===== src/rtl/strobe_qualifier_pkg.sv =====
`default_nettype none
// ============================================================================
//  Module      : strobe_qualifier_pkg
//  Description : Shared constants and helpers for the strobe qualifier.
//                Provides the output-mode encodings, the event-counter width
//                and a constant clog2 used to size the per-channel
//                saturating counter and the IDX encoder output.
//  Revision    : 1.0 - initial release
// ============================================================================
package strobe_qualifier_pkg;

    // Output mode encodings for the MODE parameter
    localparam int MODE_LEVEL = 0;
    localparam int MODE_PULSE = 1;

    // Width of each per-channel qualification event counter
    localparam int EVCNT_W = 8;

    // Ceiling log2 for elaboration-time sizing; clog2(1) = 0.
    function automatic int clog2(input int value);
        int r;
        r = 0;
        for (int i = 0; i < 31; i++) begin
            if ((1 << i) < value) begin
                r = i + 1;
            end
        end
        return r;
    endfunction

endpackage
`default_nettype wire


===== src/rtl/strobe_qualifier_ch.sv =====
`default_nettype none
// ============================================================================
//  Module      : strobe_qualifier_ch
//  Description : One strobe-qualification channel. A saturating counter of
//                consecutive high samples of STBin; the channel output is
//                asserted once DEPTH consecutive highs have been seen (level
//                mode) or for exactly one cycle at that moment (pulse mode).
//                Any low sample clears the count and the output at once.
//  Optional    : STROBE_QUALIFIER_EVCNT_EN adds CLR and an 8-bit wrapping
//                count of qualification events.
//  Ports       : CLK      - system clock (posedge)
//                RST      - synchronous active-high reset
//                STBin    - raw strobe sample
//                STB_next - combinational next value of STB (for the
//                           top-level ANY/IDX encoder)
//                STB      - registered qualified strobe
//                CLR      - clear event counter (macro only)
//                EVCNT    - event counter (macro only)
//  Revision    : 1.0 - initial release
// ============================================================================
module strobe_qualifier_ch
    import strobe_qualifier_pkg::*;
#(
    parameter int DEPTH = 3,
    parameter int MODE  = MODE_LEVEL
) (
    input  logic               CLK,
    input  logic               RST,
    input  logic               STBin,
`ifdef STROBE_QUALIFIER_EVCNT_EN
    input  logic               CLR,
    output logic [EVCNT_W-1:0] EVCNT,
`endif
    output logic               STB_next,
    output logic               STB
);

    localparam int               CNT_W   = clog2(DEPTH + 1);
    localparam logic [CNT_W-1:0] c_depth = CNT_W'(DEPTH);
    localparam logic [CNT_W-1:0] c_one   = CNT_W'(1);

    logic [CNT_W-1:0] r_cnt_q;
    logic [CNT_W-1:0] w_cnt_d;
    logic             r_stb_q;
    logic             w_stb_d;
    logic             w_qual_evt;

    always_comb begin
        w_cnt_d = '0;
        if (STBin) begin
            // Saturate at DEPTH so a long high run never wraps back below it
            w_cnt_d = (r_cnt_q == c_depth) ? r_cnt_q : (r_cnt_q + c_one);
        end
        // The edge on which the count first reaches DEPTH
        w_qual_evt = (w_cnt_d == c_depth) && (r_cnt_q != c_depth);
        if (MODE == MODE_PULSE) begin
            w_stb_d = w_qual_evt;
        end else begin
            w_stb_d = (w_cnt_d == c_depth);
        end
    end

    always_ff @(posedge CLK) begin
        if (RST) begin
            r_cnt_q <= '0;
            r_stb_q <= 1'b0;
        end else begin
            r_cnt_q <= w_cnt_d;
            r_stb_q <= w_stb_d;
        end
    end

    // Not gated by RST: the top level resets its own ANY/IDX registers.
    assign STB_next = w_stb_d;
    assign STB      = r_stb_q;

`ifdef STROBE_QUALIFIER_EVCNT_EN
    logic [EVCNT_W-1:0] r_evcnt_q;
    logic [EVCNT_W-1:0] w_evcnt_d;

    always_comb begin
        w_evcnt_d = r_evcnt_q;
        // CLR takes priority over a coincident qualification event
        if (CLR) begin
            w_evcnt_d = '0;
        end else if (w_qual_evt) begin
            w_evcnt_d = r_evcnt_q + EVCNT_W'(1);
        end
    end

    always_ff @(posedge CLK) begin
        if (RST) begin
            r_evcnt_q <= '0;
        end else begin
            r_evcnt_q <= w_evcnt_d;
        end
    end

    assign EVCNT = r_evcnt_q;
`endif

endmodule
`default_nettype wire


===== src/rtl/strobe_qualifier.sv =====
`default_nettype none
// ============================================================================
//  Module      : strobe_qualifier
//  Description : Multi-channel strobe qualifier. Each channel raises its STB
//                bit after DEPTH consecutive high samples of its STBin bit
//                and drops it on the first low sample. MODE selects level or
//                single-pulse output. ANY and IDX (lowest asserted channel)
//                are computed from the STB next-state vector so that they are
//                registered on the same edge as STB.
//  Optional    : STROBE_QUALIFIER_EVCNT_EN adds CLR and EVCNT (8 bits per
//                channel, channel i at [8i+7:8i]).
//  Ports       : CLK   - system clock (posedge)
//                RST   - synchronous active-high reset
//                STBin - raw strobes, bit i = channel i
//                STB   - registered qualified strobes
//                ANY   - registered OR of STB
//                IDX   - registered lowest asserted STB index, 0 if none
//                CLR   - clear all event counters (macro only)
//                EVCNT - packed event counters (macro only)
//  Revision    : 1.0 - initial release
// ============================================================================
module strobe_qualifier
    import strobe_qualifier_pkg::*;
#(
    parameter  int CHANNELS = 4,
    parameter  int DEPTH    = 3,
    parameter  int MODE     = MODE_LEVEL,
    localparam int IDX_W    = (clog2(CHANNELS) > 1) ? clog2(CHANNELS) : 1
) (
    input  logic                        CLK,
    input  logic                        RST,
    input  logic [CHANNELS-1:0]         STBin,
`ifdef STROBE_QUALIFIER_EVCNT_EN
    input  logic                        CLR,
    output logic [CHANNELS*EVCNT_W-1:0] EVCNT,
`endif
    output logic [CHANNELS-1:0]         STB,
    output logic                        ANY,
    output logic [IDX_W-1:0]            IDX
);

    logic [CHANNELS-1:0] w_stb_next;
    logic                w_any_d;
    logic [IDX_W-1:0]    w_idx_d;
    logic                r_any_q;
    logic [IDX_W-1:0]    r_idx_q;

    for (genvar g = 0; g < CHANNELS; g++) begin : g_ch
        strobe_qualifier_ch #(
            .DEPTH (DEPTH),
            .MODE  (MODE)
        ) u_ch (
            .CLK      (CLK),
            .RST      (RST),
            .STBin    (STBin[g]),
`ifdef STROBE_QUALIFIER_EVCNT_EN
            .CLR      (CLR),
            .EVCNT    (EVCNT[g*EVCNT_W +: EVCNT_W]),
`endif
            .STB_next (w_stb_next[g]),
            .STB      (STB[g])
        );
    end

    // Priority encoder: scanning from the top down lets the lowest set bit
    // overwrite any higher one.
    always_comb begin
        w_any_d = |w_stb_next;
        w_idx_d = '0;
        for (int i = CHANNELS - 1; i >= 0; i--) begin
            if (w_stb_next[i]) begin
                w_idx_d = IDX_W'(i);
            end
        end
    end

    always_ff @(posedge CLK) begin
        if (RST) begin
            r_any_q <= 1'b0;
            r_idx_q <= '0;
        end else begin
            r_any_q <= w_any_d;
            r_idx_q <= w_idx_d;
        end
    end

    assign ANY = r_any_q;
    assign IDX = r_idx_q;

endmodule
`default_nettype wire


===== config.mk =====
export PLATFORM = sky130hd
export DESIGN_NAME = strobe_qualifier
export DESIGN_NICKNAME = d
export VERILOG_FILES = /design/src/rtl/strobe_qualifier_pkg.sv /design/src/rtl/strobe_qualifier_ch.sv /design/src/rtl/strobe_qualifier.sv
export SDC_FILE = /design/constraint.sdc
export NUM_CORES = 1
export LEC_CHECK = 0
export ABC_AREA = 0
export CAP_MARGIN = 5
export CORE_ASPECT_RATIO = 1.25
export CORE_MARGIN = 1.5
export CORE_UTILIZATION = 30
export DETAILED_ROUTE_END_ITERATION = 10
export PLACE_DENSITY = 0.54
export REMOVE_ABC_BUFFERS = 1
export SLEW_MARGIN = 40
export SYNTH_ARGS = -nofsm -noshare
export SYNTH_HDL_FRONTEND = slang
export SYNTH_SLANG_ARGS = --single-unit

===== constraint.sdc =====
create_clock -name CLK -period 0.9 [get_ports CLK]
set_input_delay 0.09 -clock CLK [delete_from_list [all_inputs] [get_ports CLK]]
set_output_delay 0.09 -clock CLK [all_outputs]
set_load 0.05 [all_outputs]

# Yosys cells after proc, flatten, opt, wreduce, memory -nomap -nowiden
# Index checks and enable logic that the tools add are counted.
# classes
n_addsub,4
mul,0
div,0
order_cmp,0
eq_ne,8
shifts,0
n_mux,11
bitwise,0
reduce_logical,3
# op_table
operator,n
$mux W2,10
$eq A2 B2 Y1 const B,8
$add A2 B1 Y2 const B,4
$reduce_or A4 Y1,1
$reduce_or A3 Y1,1
$reduce_or A2 Y1,1
$mux W1,1
# word_totals
regBits,15
latchBits,0
ram_bits,0
mem_bits_ro,0
inputBits,6
output_inout_bits,7
wordCells,37
memories,0

# Longest topological paths before layout
# Gate-level depths: netlist (run 1).
# logic_depth
word_depth,7
ltp_mapped,3
depth_no_buf,3

# Hierarchy
# A second synthesis (run 1) with hierarchy kept.
# hier_totals
cells_unflattened,50
area_unflattened_um2,523.0
# by_module_without_submodules
mod,instances,cells_per_inst,area_each_um2,seq_area_each_um2
strobe_qualifier_ch,4,10,105.1,60.1
strobe_qualifier,1,10,102.6,60.1

# Worst setup path before layout (run 1)
# No wires, ideal clock.
# synth_path
path_type,register to register
start,register g_ch[3].u_ch.r_cnt_q[1]
end,"register r_any_q, in the netlist ANY"
setup_ps,74
t_arrival_ps,700
required_ps,826
path_slack_ps,126
stages_incl_launch_ff,4
path_buffers,0
period_less_slack_ps,774
cell_sequence,dfxtp_1 > nand2_1 > and2_1 > a31oi_1
# synth_between
elab_chain_len,5
elab_cells_between_ends,6
cone_classes,add/sub (1); eq/ne (2); mux (2); reduce/logical (1)
# synth_lines
element,line_no,source
"start, declared",strobe_qualifier_ch.sv:42,logic [CNT_W-1:0] r_cnt_q;
"start signal, assigned",strobe_qualifier_ch.sv:68,r_cnt_q <= w_cnt_d;
$add A2 B1 Y2 / $eq A2 B2 Y1 (equally long branches),strobe_qualifier_ch.sv:52,w_cnt_d = (r_cnt_q == c_depth) ? r_cnt_q : (r_cnt_q + c_one);
$mux W2 (*),strobe_qualifier_ch.sv:52,
$mux W2 (*),strobe_qualifier_ch.sv:50,if (STBin) begin
$eq A2 B2 Y1 (*),n/a,
$reduce_or A4 Y1 (*),strobe_qualifier.sv:68,w_any_d = |w_stb_next;
"end signal, assigned",strobe_qualifier.sv:82,r_any_q <= w_any_d;
"end, declared",strobe_qualifier.sv:45,logic r_any_q;
# Every way passes the cells marked *; elsewhere a longest branch is shown, timed or not.
# A chain may end at the register's enable or synchronous reset.

# Final worst setup path (run 1)
# layout_path
start,"register r_idx_q[0], in the netlist IDX[0]"
end,output IDX[0]
# layout_lines
element,line_no,source
"start, declared",strobe_qualifier.sv:46,logic [IDX_W-1:0] r_idx_q;
"start signal, assigned",strobe_qualifier.sv:83,r_idx_q <= w_idx_d;
"end, declared",strobe_qualifier.sv:39,output logic [IDX_W-1:0] IDX
# No word-level cell between the ends.

==> results.yml, run 1 <==
sta:
  final.setup.worst_slack_ns: 0.0296
  finalCriticalPeriod_ns: 0.870
  setup_viol: 0
  slew_headroom_pct: 85.0
  hold_viol: 0
  period_share_pct: 96.7
  grt_setup_unrepaired: "false"
  max_freq_ghz: 1.15
  slew_violations: 0
  fin_tns_setup_ns: 0
  holdWs_ns: 0.412
  fin_worst_skew_ns: 0.00452
  tightest_slew_ns: 0.224
route:
  detail-route-antenna-nets: 0
  firstDrtPassIters: 2
  met3_length_um: 45
  avgRoutedWirePerCell_um: 8.43
  drt_wl_total_um: 742
  wirelength_met1_um: 295
  wl_met2_um: 373
  highest_layer: "met4"
  vias: 383
  viasPerCell: 4.35
  drt_iter0_drc: 1
  drc_errors: 0
floorplanning:
  die_area_um2: 1910
  num_rows: 16
  start_util_pct: 31.8
  core_um2: 1560
  ioPinCount: 13
  die_h_um: 48.5
  die_w_um: 39.4
critical_path:
  criticalPathCategory: "reg2out"
  crit_path_start_kind: "register"
  worstPathCellList: "buf_12"
  cp.arrival_ns: 0.78
  cpPeakStageDelay_ns: 0.36
  cpMaxStageDelayCell: "dfxtp_1"
  cp_top_family: "flip-flops"
  r2r_start: "g_ch[2].u_ch.r_cnt_q[1]$_SDFF_PP0_"
  required_ns: 0.81
  r2r-end: "ANY$_SDFF_PP0_"
  critPathCaptureType: "output pin"
  rrSetupSlack_ns: 0.10
  worstPathMaxFanout: 1
  worstPathBufferInverterCount: 1
  r2r_cells: 3
placed_design:
  pre_cts_slack_ns: -0.181
  dp_hpwl_um: 600
  port_buffers: 12
  gp_congestion: 0.667
layout:
  final_util_pct: 47.8
  drive_gt1_share_pct: 30.0
  diodes: 0
  area_growth_pct: 50.4
  nNetsFinal: 77
clock_tree:
  cts_buffers: 3
  cts_tree: "done"
  clk_latency_ns: 0.27
  cts_max_level: 1
  cts_max_path_buffers: 2
  cts_setup_buffers: 0
  cts_resized: 0
  ctsHoldBuffers: 0
  root_buffer: "clkbuf_4"
  path_clk_slew_ns: 0.08
  clock_sinks: 15
run_status:
  outcome: "finished, final reports clean"
global_routing:
  track_usage_pct: 9.75
  antenna_found_initial: 0
  grt_pass1_vias: 352
  grt_max_degree: 9
  grt_overflow_total: 0
  grt_pass1_wl_um: 1300
worst_hold_path:
  hp-class: "in2reg"
  min_from: "STBin[2]"
  min_to: "g_ch[2].u_ch.r_cnt_q[1]$_SDFF_PP0_"
  whs_path_depth: 3
synth:
  ys_seq_area_share_pct: 60.5
  synth_top_area_share_pct: 60.5
  synth_most_common_cell: "dfxtp_1"
  synth_area_leaders: "dfxtp_1 60%, nor2_1 9.1%, nand2b_1 6.3%"
  synth_seq_cells: 15
  synth_common_cells: "15 x dfxtp_1, 12 x nor2_1, 5 x a21oi_1, 5 x nand2b_1"
  syn_area_um2: 497
  syn_inst: 54
  yosysTopAreaCell: "dfxtp_1"
  synth_cell_types: 12
  async_flop_share_pct: 0
  syn_area_per_cell_um2: 9.20
  synth_edf_count: 0
  yosysWarnings: 0
  synth_top_flop_cell: "dfxtp_1"
flow_run:
  cap_violations: 0
pwr:
  irDropWorstVdd_v: 0.000943
  p_leak_nw: 0.293
  power.density_nw_per_um2: 1590
## worst max path at each step
stage | start | endpoint | slack [ns] | cells after the start
2_1_floorplan | g_ch[3].u_ch.r_cnt_q[1]$_SDFF_PP0_ | ANY$_SDFF_PP0_ | 0.13 | 3
3_3_place_gp | RST | IDX[1]$_SDFF_PP0_ | -0.18 | 3
3_5_place_dp | RST | IDX[1]$_SDFF_PP0_ | -0.18 | 3
4_1_cts | IDX[0]$_SDFF_PP0_ | IDX[0] | 0.02 | 1
5_1_grt | IDX[0]$_SDFF_PP0_ | IDX[0] | 0.0009 | 1
6_report | IDX[0]$_SDFF_PP0_ | IDX[0] | 0.03 | 1
## cell usage in the layout, fill, tap and decap left out
cell type and instances:
clkbuf_1 1, inv_1 4, buf_12 7, a21oi_2 1
a31oi_1 1, nand3_1 1, nand2b_1 5, nor3b_2 1
and2_1 1, dfxtp_2 4, a21oi_1 4, buf_4 5
nand2_1 4, clkdlybuf4s50_1 5, dfxtp_1 11, clkbuf_4 3
nor2_1 12
## cells by family (layout without fill, tap and decap cells)
group,after synthesis,in the layout,synth area share (%)
AO/OA/AOI/OAI,6,6,6.30
buffers and inverters,9,25,10.1
flip-flops,15,15,60.5
AND/OR/NAND/NOR,24,24,23.2
## power breakdown
part	switching (W)	internal, W
combinational	0.0000577	0.0000689
clock	0.000191	0.000172
sequential	0.0000133	0.000687
## flip-flops by register name, summed over array words and instances (netlist names)
| name | flops |
|---|---|
| ANY | 1 |
| IDX | 2 |
| g_ch.u_ch.STB | 4 |
| g_ch.u_ch.r_cnt_q | 8 |
## routing by layer
| metal | vias to the layer above | track usage, % |
|---|---|---|
| met5 | - | 0 |
| met4 | 0 | 6.90 |
| met3 | 4 | 3.21 |
| met2 | 12 | 15.6 |
| met1 | 171 | 10.1 |
| li1 | 196 | - |
## final cells by class
cell class	count	area [µm²]
clock buffers	4	26.3
fillers	154	815
inverters	4	15.0
multi-input cells	30	150
flip-flops and latches	15	305
well taps	18	22.5
repair buffers	17	228
## worst reg2reg max path, cell delays in order, from the launching register on
cell and delay (ns):
dfxtp_2 0.34, nand2_1 0.07, and2_1 0.16, a31oi_1 0.16
## through the flow
| stage | instance area, µm² | power (W) | std cells |
|---|---|---|---|
| after CTS | 738 | 0.00120 | 88 |
| after global placement | 712 | 0.000840 | 84 |
| after detailed placement | 712 | 0.000842 | 84 |
| after floorplan | 462 | 0.000766 | 49 |
| final | 747 | 0.00119 | 88 |
| after global routing | 747 | 0.00124 | 88 |
Note: power is estimated with default switching activity, not from simulation.
==> run 2: changes to the inputs <==
--- a/config.mk
+++ b/config.mk
@@ -6,6 +6,7 @@
 export NUM_CORES = 1
 export LEC_CHECK = 0
 export ABC_AREA = 0
+export ABC_CLOCK_PERIOD_IN_PS = 900
 export CAP_MARGIN = 5
 export CORE_ASPECT_RATIO = 1.25
 export CORE_MARGIN = 1.5
==> results of run 2 <==
The final DEF is identical to that of run 1; final timing and power are the same.
==> run 3: changes to the inputs <==
--- a/config.mk
+++ b/config.mk
@@ -14,6 +14,7 @@
 export DETAILED_ROUTE_END_ITERATION = 10
 export PLACE_DENSITY = 0.54
 export REMOVE_ABC_BUFFERS = 1
+export SETUP_SLACK_MARGIN = 0.2
 export SLEW_MARGIN = 40
 export SYNTH_ARGS = -nofsm -noshare
 export SYNTH_HDL_FRONTEND = slang
==> results.yml, run 3 (synthesis results as in run 1) <==
pwr:
  irDropWorstVdd_v: 0.000960
  p_leak_nw: 0.336
  power.density_nw_per_um2: 1470
route:
  avgRoutedWirePerCell_um: 8.77
  drt_wl_total_um: 798
  vias: 388
  drc_errors: 0
  viasPerCell: 4.26
  drt_iter0_drc: 1
  firstDrtPassIters: 2
  detail-route-antenna-nets: 0
global_routing:
  grt_max_degree: 9
  grt_pass1_vias: 366
  met2_usage_pct: 16.4
  grt_pass1_wl_um: 1330
  grt_overflow_total: 0
  grt_util_met3_pct: 3.21
  top_usage_layer: "met2"
  met1_usage_pct: 10.1
  antenna_found_initial: 0
  track_usage_pct: 10.0
sta:
  slew_headroom_pct: 85.3
  fin_tns_setup_ns: 0
  period_share_pct: 93.0
  finalCriticalPeriod_ns: 0.837
  fin_worst_skew_ns: 0.00347
  final.setup.worst_slack_ns: 0.0634
  slew_violations: 0
  tightest_slew_ns: 0.220
  max_freq_ghz: 1.20
  hold_viol: 0
  setup_viol: 0
  grt_setup_unrepaired: "true"
floorplanning:
  die_h_um: 48.5
  ioPinCount: 13
  core_um2: 1560
  num_rows: 16
  die_area_um2: 1910
  die_w_um: 39.4
  start_util_pct: 31.8
placed_design:
  port_buffers: 12
  gp_congestion: 0.667
  placed_cell_area_um2: 712
  dp_hpwl_um: 600
  pre_cts_slack_ns: -0.181
clock_tree:
  cts_buffers: 3
  root_buffer: "clkbuf_4"
  clk_latency_ns: 0.27
  ctsHoldBuffers: 0
  cts_tree: "done"
  cts_max_path_buffers: 2
  cts_max_level: 1
  clock_sinks: 15
  path_clk_slew_ns: 0.08
layout:
  nNetsFinal: 80
  top_register: "g_ch.u_ch.r_cnt_q"
  largest_reg_flops: 8
  drive_gt1_share_pct: 52.1
  fillers: 139
  mostFrequentLayoutCells: "10 x dfxtp_2, 10 x nor2_1, 7 x buf_12"
  stdcell_area_um2: 820
  diodes: 0
  area_growth_pct: 65.0
worst_hold_path:
  min_from: "RST"
  hp-class: "in2reg"
flow_run:
  cap_violations: 0
critical_path:
  required_ns: 0.81
  crit_path_start_kind: "register"
  worstPathCellList: "buf_12"
  cp_top_family: "flip-flops"
  worstPathBufferInverterCount: 1
  cpMaxStageDelayCell: "dfxtp_2"
  cp.arrival_ns: 0.75
  r2r_start: "g_ch[2].u_ch.r_cnt_q[1]$_SDFF_PP0_"
  cpPeakStageDelay_ns: 0.35
  critPathCaptureType: "output pin"
  criticalPathCategory: "reg2out"
  worstPathMaxFanout: 1
  crit_start: "g_ch[2].u_ch.STB$_SDFF_PP0_"
run_status:
  outcome: "finished, final reports clean"
run 3: cell count changes in the layout (fill, tap and decap cells not counted), moves of 2 or more:
cell / delta
a21oi_2: +2
dfxtp_1: -6
buf_6: +3
nor2_1: -2
nor2_2: +2
a21oi_1: -2
clkdlybuf4s50_1: -2
nand2_1: -2
dfxtp_2: +6
run 3: worst paths after layout:
check                                                          end  depth (start not counted)  slack (ns)
worst max register to register                      ANY$_SDFF_PP0_                          3        0.11
worst max-delay path                                        STB[2]                          1        0.06
worst min register to register  g_ch[1].u_ch.r_cnt_q[0]$_SDFF_PP0_                          1        0.43
worst min-delay path                   g_ch[2].u_ch.STB$_SDFF_PP0_                          2        0.23
run 3: where the power goes:
group	switching (W)	internal (W)	total (W)
combinational	0.0000639	0.0000775	0.000141
clock	0.000186	0.000171	0.000358
sequential	0.0000162	0.000688	0.000704
total	0.000266	0.000937	0.00120
run 3: layout make-up:
type | count | area [µm²] | share of cell area, %
repair buffers | 20 | 263 | 32.1
multi-input cells | 30 | 180 | 22.0
inverters | 4 | 15.0 | 1.83
clock buffers | 4 | 26.3 | 3.21
flip-flops and latches | 15 | 313 | 38.2
well taps | 18 | 22.5 | 2.75
run 3: stage by stage:
step | hold WS (ns) | total power [W] | util [%] | std cells
floorplan | 0.159 | 0.000766 | - | 49
global placement | 0.417 | 0.000840 | 45.6 | 84
detailed placement | 0.424 | 0.000842 | 45.6 | 84
CTS | 0.240 | 0.00121 | 49.9 | 90
global route | 0.254 | 0.00126 | 52.5 | 91
finish | 0.233 | 0.00120 | 52.5 | 91
run 3: timing repair:
action | 4_1_cts | 5_1_grt
gates cloned | 0 | 0
gates resized for setup | 15 | 10
pin swaps | 4 | 3
setup buffers | 2 | 1
setup endpoints to repair | 20 | 15
run 3: metal layers:
layer / share of wire, % / up-vias
li1: - / 201
met1: 39 / 175
met2: 54 / 10
met3: 5.4 / 2
met4: 1.6 / 0
met5: 0 / -
